**config.mk**
```make
export PLATFORM = sky130hd
export DESIGN_NAME = seq_barrel_shifter
export DESIGN_NICKNAME = d
export VERILOG_FILES = /design/src/rtl/seq_barrel_shifter.sv
export SDC_FILE = /design/constraint.sdc
export NUM_CORES = 1
export LEC_CHECK = 0
export ABC_AREA = 1
export CAP_MARGIN = 20
export CORE_MARGIN = 5
export CORE_UTILIZATION = 40
export DETAILED_ROUTE_END_ITERATION = 10
export HOLD_SLACK_MARGIN = 0.08
export PLACE_DENSITY = 0.71
export SKIP_LAST_GASP = 1
export SLEW_MARGIN = 40
export SYNTH_ARGS = -nofsm -noshare
export SYNTH_HDL_FRONTEND = slang
export SYNTH_SLANG_ARGS = --single-unit
```
**constraint.sdc**
```tcl
create_clock -name clk -period 3.5 [get_ports clk]
set_clock_uncertainty 0.2 [all_clocks]
set_input_delay 0.7 -clock clk [delete_from_list [all_inputs] [get_ports clk]]
set_output_delay 0.7 -clock clk [all_outputs]
set_load 0.01 [all_outputs]
```
**src/rtl/seq_barrel_shifter.sv**
```systemverilog
// rtl/seq_barrel_shifter.sv - ARM operand-2 shifter, one bit per cycle, start/done handshake
module seq_barrel_shifter #(
  parameter int DATA_WIDTH = 32
) (
  input  logic                  clk,
  input  logic                  rst,
  input  logic                  start,
  input  logic [DATA_WIDTH-1:0] Shift_Data,
  input  logic [7:0]            Shift_Num,
  input  logic [2:0]            Shift_OP,
  input  logic                  CF,
  output logic                  busy,
  output logic                  done,
  output logic [DATA_WIDTH-1:0] Shift_Out,
  output logic                  Shift_Carry_Out
);

  typedef enum logic [1:0] {S_IDLE, S_SHIFT, S_DONE} state_t;
  typedef enum logic [2:0] {M_LSL, M_LSR, M_ASR, M_ROR, M_RRX} mode_t;

  state_t                state_q, state_d;
  mode_t                 mode_q, mode_d, load_mode;
  logic [DATA_WIDTH-1:0] data_q, data_d;
  logic                  carry_q, carry_d;
  logic [5:0]            cnt_q, cnt_d, load_cnt;
  logic [4:0]            n5;
  logic                  reg_form;

  assign n5       = Shift_Num[4:0];
  assign reg_form = Shift_OP[0];

  // Step count chosen so every ARM boundary result falls out of plain stepping.
  always_comb begin
    load_mode = M_LSL;
    load_cnt  = 6'd0;
    case (Shift_OP[2:1])
      2'b00: begin
        load_mode = M_LSL;
        if (reg_form) load_cnt = (Shift_Num > 8'd33) ? 6'd33 : Shift_Num[5:0];
        else          load_cnt = {1'b0, n5};
      end
      2'b01: begin
        load_mode = M_LSR;
        if (reg_form) load_cnt = (Shift_Num > 8'd33) ? 6'd33 : Shift_Num[5:0];
        else          load_cnt = (n5 == 5'd0) ? 6'd32 : {1'b0, n5};
      end
      2'b10: begin
        load_mode = M_ASR;
        if (reg_form) load_cnt = (Shift_Num > 8'd32) ? 6'd32 : Shift_Num[5:0];
        else          load_cnt = (n5 == 5'd0) ? 6'd32 : {1'b0, n5};
      end
      default: begin
        load_mode = M_ROR;
        if (reg_form) begin
          if (Shift_Num == 8'd0) load_cnt = 6'd0;
          else if (n5 == 5'd0)   load_cnt = 6'd32;
          else                   load_cnt = {1'b0, n5};
        end else if (n5 == 5'd0) begin
          load_mode = M_RRX;
          load_cnt  = 6'd1;
        end else begin
          load_cnt = {1'b0, n5};
        end
      end
    endcase
  end

  always_comb begin
    state_d = state_q;
    mode_d  = mode_q;
    data_d  = data_q;
    carry_d = carry_q;
    cnt_d   = cnt_q;
    case (state_q)
      S_IDLE, S_DONE: begin
        if (start) begin
          mode_d  = load_mode;
          data_d  = Shift_Data;
          carry_d = CF;
          cnt_d   = load_cnt;
          state_d = (load_cnt == 6'd0) ? S_DONE : S_SHIFT;
        end else begin
          state_d = S_IDLE;
        end
      end
      S_SHIFT: begin
        cnt_d = cnt_q - 6'd1;
        case (mode_q)
          M_LSL: begin
            carry_d = data_q[DATA_WIDTH-1];
            data_d  = {data_q[DATA_WIDTH-2:0], 1'b0};
          end
          M_LSR: begin
            carry_d = data_q[0];
            data_d  = {1'b0, data_q[DATA_WIDTH-1:1]};
          end
          M_ASR: begin
            carry_d = data_q[0];
            data_d  = {data_q[DATA_WIDTH-1], data_q[DATA_WIDTH-1:1]};
          end
          M_ROR: begin
            carry_d = data_q[0];
            data_d  = {data_q[0], data_q[DATA_WIDTH-1:1]};
          end
          default: begin
            carry_d = data_q[0];
            data_d  = {carry_q, data_q[DATA_WIDTH-1:1]};
          end
        endcase
        if (cnt_q == 6'd1) state_d = S_DONE;
      end
      default: state_d = S_IDLE;
    endcase
  end

  always_ff @(posedge clk) begin
    if (rst) begin
      state_q <= S_IDLE;
      mode_q  <= M_LSL;
      data_q  <= '0;
      carry_q <= 1'b0;
      cnt_q   <= 6'd0;
    end else begin
      state_q <= state_d;
      mode_q  <= mode_d;
      data_q  <= data_d;
      carry_q <= carry_d;
      cnt_q   <= cnt_d;
    end
  end

  assign busy            = (state_q == S_SHIFT);
  assign done            = (state_q == S_DONE);
  assign Shift_Out       = data_q;
  assign Shift_Carry_Out = carry_q;

endmodule
```
==> Word level (Yosys, flattened, before mapping) <==
Index checks and enable logic that the tools add are counted.
Widths: inputs -> output; s select.
{ "word_totals": {"regBits": 44, "inputBits": 47, "out_inout_bits": 35} }
{ "op_classes": {"addsub": 1, "order_cmp": 2, "eq_ne": 11, "muxes": 25, "n_reduce_logical": 11} }
{ "op_table": {"columns": ["cell", "count"], "rows": [
  ["$pmux 32 s4", 1],
  ["$pmux 32 s2", 1],
  ["$mux 6", 9],
  ["$mux 32", 1],
  ["$pmux 6 s3", 1],
  ["$gt 8x6->1 const B", 2],
  ["$pmux 6 s2", 1],
  ["$pmux 3 s3", 1],
  ["$logic_not 8->1", 1],
  ["$eq 3x2->1 const B", 2],
  ["$eq 6x1->1 const B", 1],
  ["$logic_not 6->1", 1],
  ["$mux 2", 3],
  ["$mux 3", 2],
  ["$sub 6x1->6 const B", 1],
  ["$logic_not 5->1", 1],
  ["$mux 5", 1],
  ["$eq 2x1->1 const B", 2],
  ["$eq 2x2->1 const B", 2],
  ["$logic_not 2->1", 2],
  ["$ne 2x2->1 const B", 2],
  ["$pmux 2 s2", 1],
  ["$reduce_and 2->1", 2],
  ["$eq 3x1->1 const B", 1],
  ["7 further kinds", 8]
]} }

==> Logic depth before layout (Yosys ltp) <==
{ "depth": {"word_depth": 9, "depth_mapped": 12, "ltp_nobuf": 12} }

==> Least setup slack after synthesis <==
OpenSTA, ideal clock, no wires.
{ "synth_path": {"kind": "input port to flip-flop", "startpoint": "in Shift_Num[7]", "endpoint": "reg state_q[0]", "t_arrival_ns": 1.468, "t_required_ns": 3.174, "slack_ns": 1.706, "stages": 8, "path_buffers": 0, "cell_sequence": "nor2_4 -> nand3_1 -> o21ai_1 -> nand3_2 -> nand2_2 -> nand2_2 -> o21bai_2 -> a21oi_2"} }
{ "synth_between": {"elab_chain_len": 8} }
{ "synth_rtl": {"columns": ["element", "line_no", "source"], "rows": [
  ["start: declaration", "9", "input logic [7:0] Shift_Num,"],
  ["$gt 8x6->1 (tied with other cells)", "49", "if (reg_form) load_cnt = (Shift_Num > 8'd32) ? 6'd32 : Shift_Num[5:0];"],
  ["$mux 6, on equally long branches (2 in a row)", null, null],
  ["$pmux 6 s3 *", "36", "case (Shift_OP[2:1])"],
  ["$logic_not 6->1 *", "81", "state_d = (load_cnt == 6'd0) ? S_DONE : S_SHIFT;"],
  ["$mux 2 *", "81", null],
  ["$mux 2 *", "76", "if (start) begin"],
  ["$pmux 2 s2 *", "74", "case (state_q)"],
  ["end signal: assignment", "124", "state_q <= state_d;"],
  ["end: declaration", "21", "state_t state_q, state_d;"]
]} }
Every way passes the cells marked *; elsewhere a longest branch is shown, timed or not.
A chain may end at the register's enable or synchronous reset.

==> Worst setup path after layout <==
{ "layout_path": {"startpoint": "reg state_q[0]", "endpoint": "reg data_q[2], in the netlist Shift_Out[2]"} }
{ "layout_between": {"elab_chain_len": 4} }
{ "layout_rtl": {"columns": ["element", "line_no", "source"], "rows": [
  ["$eq 2x2->1 / $logic_not 2->1 (equally long branches)", "74", null],
  ["$reduce_or 2->1", "74", null],
  ["$ne 2x2->1 (no source line) / $reduce_bool 2->1 (equally long branches)", null, null],
  ["$reduce_and 2->1 (no source line)", null, null],
  ["end signal: assignment", "126", "data_q <= data_d;"],
  ["end: declaration", "23", "logic [DATA_WIDTH-1:0] data_q, data_d;"]
]} }
Several ways; a longest one is shown, not always the timed one.

==> results by group <==
Yosys
  – Post-Syn Instances: 386
  – Yosys reg bits: 44
  – Yosys top cell by area: dfxtp_1
  – EDFF count, synth: 0
  – Syn Nets: 435
  – Post-synth cell types: 33
  – Synth Area per Inst: 6.629 um^2
  – Synth top area cells: dfxtp_1, a21oi_1, nor2_1
  – Ys flop type: dfxtp_1
  – Sequential share of the synthesized area: 0.3443
  – Commonest cells in the netlist: nor2_1, a21oi_1, o21ai_0
  – Ys async rst share: 0
  – Top cell type's share of synthesized area: 0.3443
  – Syn Std Cell Area: 2559 um^2
  – Most frequent cell after synthesis: nor2_1
  – Synth warn: 0

Floorplan
  – Chip width: 89.98 um
  – Die area: 8096 um^2
  – Initial Util: 0.4076
  – I/O Pins: 82
  – Placement Rows: 29
  – Die Y: 89.98 um
  – Core area: 6277 um^2

Finish
  – Antenna Cells: 0
  – Layout area overhead: 33.84%
  – Filler instances: 648
  – Final nets: 501
  – Finished Cell Area: 3425 um^2
  – Ratio of cells with drive above 1 in the final layout: 0.07301

GRT
  – Met1 usage: 0.2266
  – First-pass GRT wire length: 12,280 um
  – Global routing met2 resource utilization: 0.2860
  – Met3 usage: 0.04090
  – GRT busiest layer: met2
  – Vias in the first global route: 2,728
  – Gr ovfl total: 0
  – Initial antenna violation count: 0
  – Pin count of the biggest net entering global routing: 58
  – GRT Util Overall: 0.1736

Detailed routing
  – Drt first pass iters: 4
  – Vias/cell: 5.248
  – DR vias: 2,776
  – Routed Antenna Nets: 0
  – Drt initial violations: 191
  – Routed len/inst: 13.56 um
  – WL final: 7173 um
  – DRC: 0

Clocking
  – CTS clk-pin slew, worst paths: 0.08 ns
  – CTS tree: done
  – Post-CTS Hold Fix Bufs: 0
  – Clk_lat worst skew: 0.29 ns
  – CTS resizes: 0
  – TritonCTS Buffers: 5
  – Cell at the root of the clock tree: clkbuf_8
  – Number of clock sinks: 44
  – Max clock buf depth: 2
  – H-tree Lvls: 2
  – Post-CTS Setup Repair Bufs: 0

Timing
  – Unrepaired setup endpoints after global routing: false
  – Final period util: 0.7314
  – Slew @ Worst Pin: 0.6520 ns
  – Final setup violation count: 0
  – Setup_tns: 0 ns
  – Final WS setup: 0.9402 ns
  – Maximum clock rate: 0.3907 GHz
  – Tmin final: 2.560 ns
  – Max_slew headroom: 0.5647
  – Slew Limit Fails: 0
  – Final hold vios: 0

Placed design
  – Post-detail-place hpwl: 5066 um
  – DP Area: 3347 um^2
  – Routability cong.: 0.8087
  – Setup Slack @ Placement: 0.7924 ns
  – PortBufs: 81

Worst setup path
  – CP Max Fanout: 57
  – Worst path arrival time: 2.58 ns
  – CP endpoint kind: flop
  – Crit-path cells: inv_2, nor2_4, buf_4, inv_2, nand2_2, buf_4, o21ai_0, a21oi_1
  – Slowest-stage cell, CP: buf_4
  – CP Launch Type: flop
  – Top Family by Delay on Critical Path: buffers and inverters
  – WP buf/inv: 4
  – Crit-path max cell delay: 0.45 ns
  – CP required: 3.52 ns
  – Kind of critical path: flop to flop

Run status
  – Status: finished clean

Pwr
  – Worst ir drop on vdd: 0.2407 mV
  – Cell Pwr Density: 426.4 nW/um^2
  – Leak: 0.001354 uW

Worst hold path
  – Worst hold path type: flop to flop

Flow run
  – Max cap viols: 0
==> cell usage in the layout (no fill, tap or decap) <==
master            n
a21oi_1          71
nor2_1           75
nor3_1            1
o221ai_1          1
a21boi_4          1
o21ai_0          54
clkdlybuf4s50_1  81
a31oi_1           4
buf_4             3
clkinv_2          1
nand3_2           3
xor2_1            1
ha_1              2
nand3_1          11
dfxtp_1          44
nor2_4            2
o211ai_1          1
clkbuf_1          1
a211oi_1          3
o21ai_1          15
o21bai_2          1
nand4_1           1
nand2_1          30
clkinv_1          1
inv_1            20
inv_2             4
nor2_2            5
clkbuf_8          5
nand2_2           6
o31ai_1           2
a21oi_2           2
==> through the flow <==
stage / utilization / cells / power [uW] / hold WS, ns
final: 0.5455 / 529 / 1460 / 0.2915
after global routing: 0.5455 / 529 / 1559 / 0.3166
after CTS: 0.5455 / 529 / 1471 / 0.2927
after detailed placement: 0.5332 / 522 / 1174 / 0.2821
after global placement: 0.5332 / 522 / 1169 / 0.2744
after floorplan: - / 386 / 951.0 / 0.2564
==> layer usage <==
| layer | share of wire | up-vias |
|---|---|---|
| li1 | - | 1431 |
| met1 | 0.45 | 1259 |
| met2 | 0.48 | 77 |
| met3 | 0.056 | 9 |
| met4 | 0.011 | 0 |
| met5 | 0 | - |
==> logic make-up (layout without fill, tap and decap cells) <==
kind of cell / after synthesis / count (layout) / synth area share
AO/OA/AOI/OAI: 155 / 155 / 0.3232
XOR/XNOR: 1 / 1 / 0.003424
adder cells (fa/ha/maj): 2 / 2 / 0.009778
buffers and inverters: 50 / 116 / 0.09193
flip-flops: 44 / 44 / 0.3443
AND/OR/NAND/NOR: 134 / 134 / 0.2274
==> worst register-to-register path: stages, from the launching register on <==
cell and delay [ns]:
dfxtp_1 0.34, inv_2 0.06, nor2_4 0.08, buf_4 0.35, inv_2 0.36, nand2_2 0.33
buf_4 0.46, o21ai_0 0.16, a21oi_1 0.16
==> power by group <==
| group | internal, uW | switching, uW |
|---|---|---|
| Clock | 136 | 161 |
| Combinational | 243 | 282 |
| Sequential | 569 | 69.6 |
| Total | 948 | 512 |
==> registers in the layout, summed over array words and instances, names as in the netlist <==
| name | flops |
|---|---|
| Shift_Carry_Out | 1 |
| state_q | 2 |
| Shift_Out | 32 |
| mode_q | 3 |
| cnt_q | 6 |
==> final cells by class <==
type / instances / area [um^2] / share of cell area
flip-flops and latches: 44 / 880.8 / 0.2572
repair buffers: 84 / 833.3 / 0.2433
multi-input cells: 292 / 1443 / 0.4213
clock inverters: 1 / 5.005 / 0.001461
well taps: 77 / 96.34 / 0.02813
inverters: 25 / 93.84 / 0.02740
clock buffers: 6 / 72.57 / 0.02119
==> final timing paths <==
path	endpoint	slack, ns	cells past startpoint	startpoint
max	Shift_Out[2]	0.94	8	state_q[0]
min	cnt_q[4]	0.29	2	cnt_q[4]
max reg2reg	Shift_Out[2]	0.94	8	state_q[0]
min reg2reg	cnt_q[4]	0.29	2	cnt_q[4]
No activity file was read; power rests on OpenSTA's default activity.
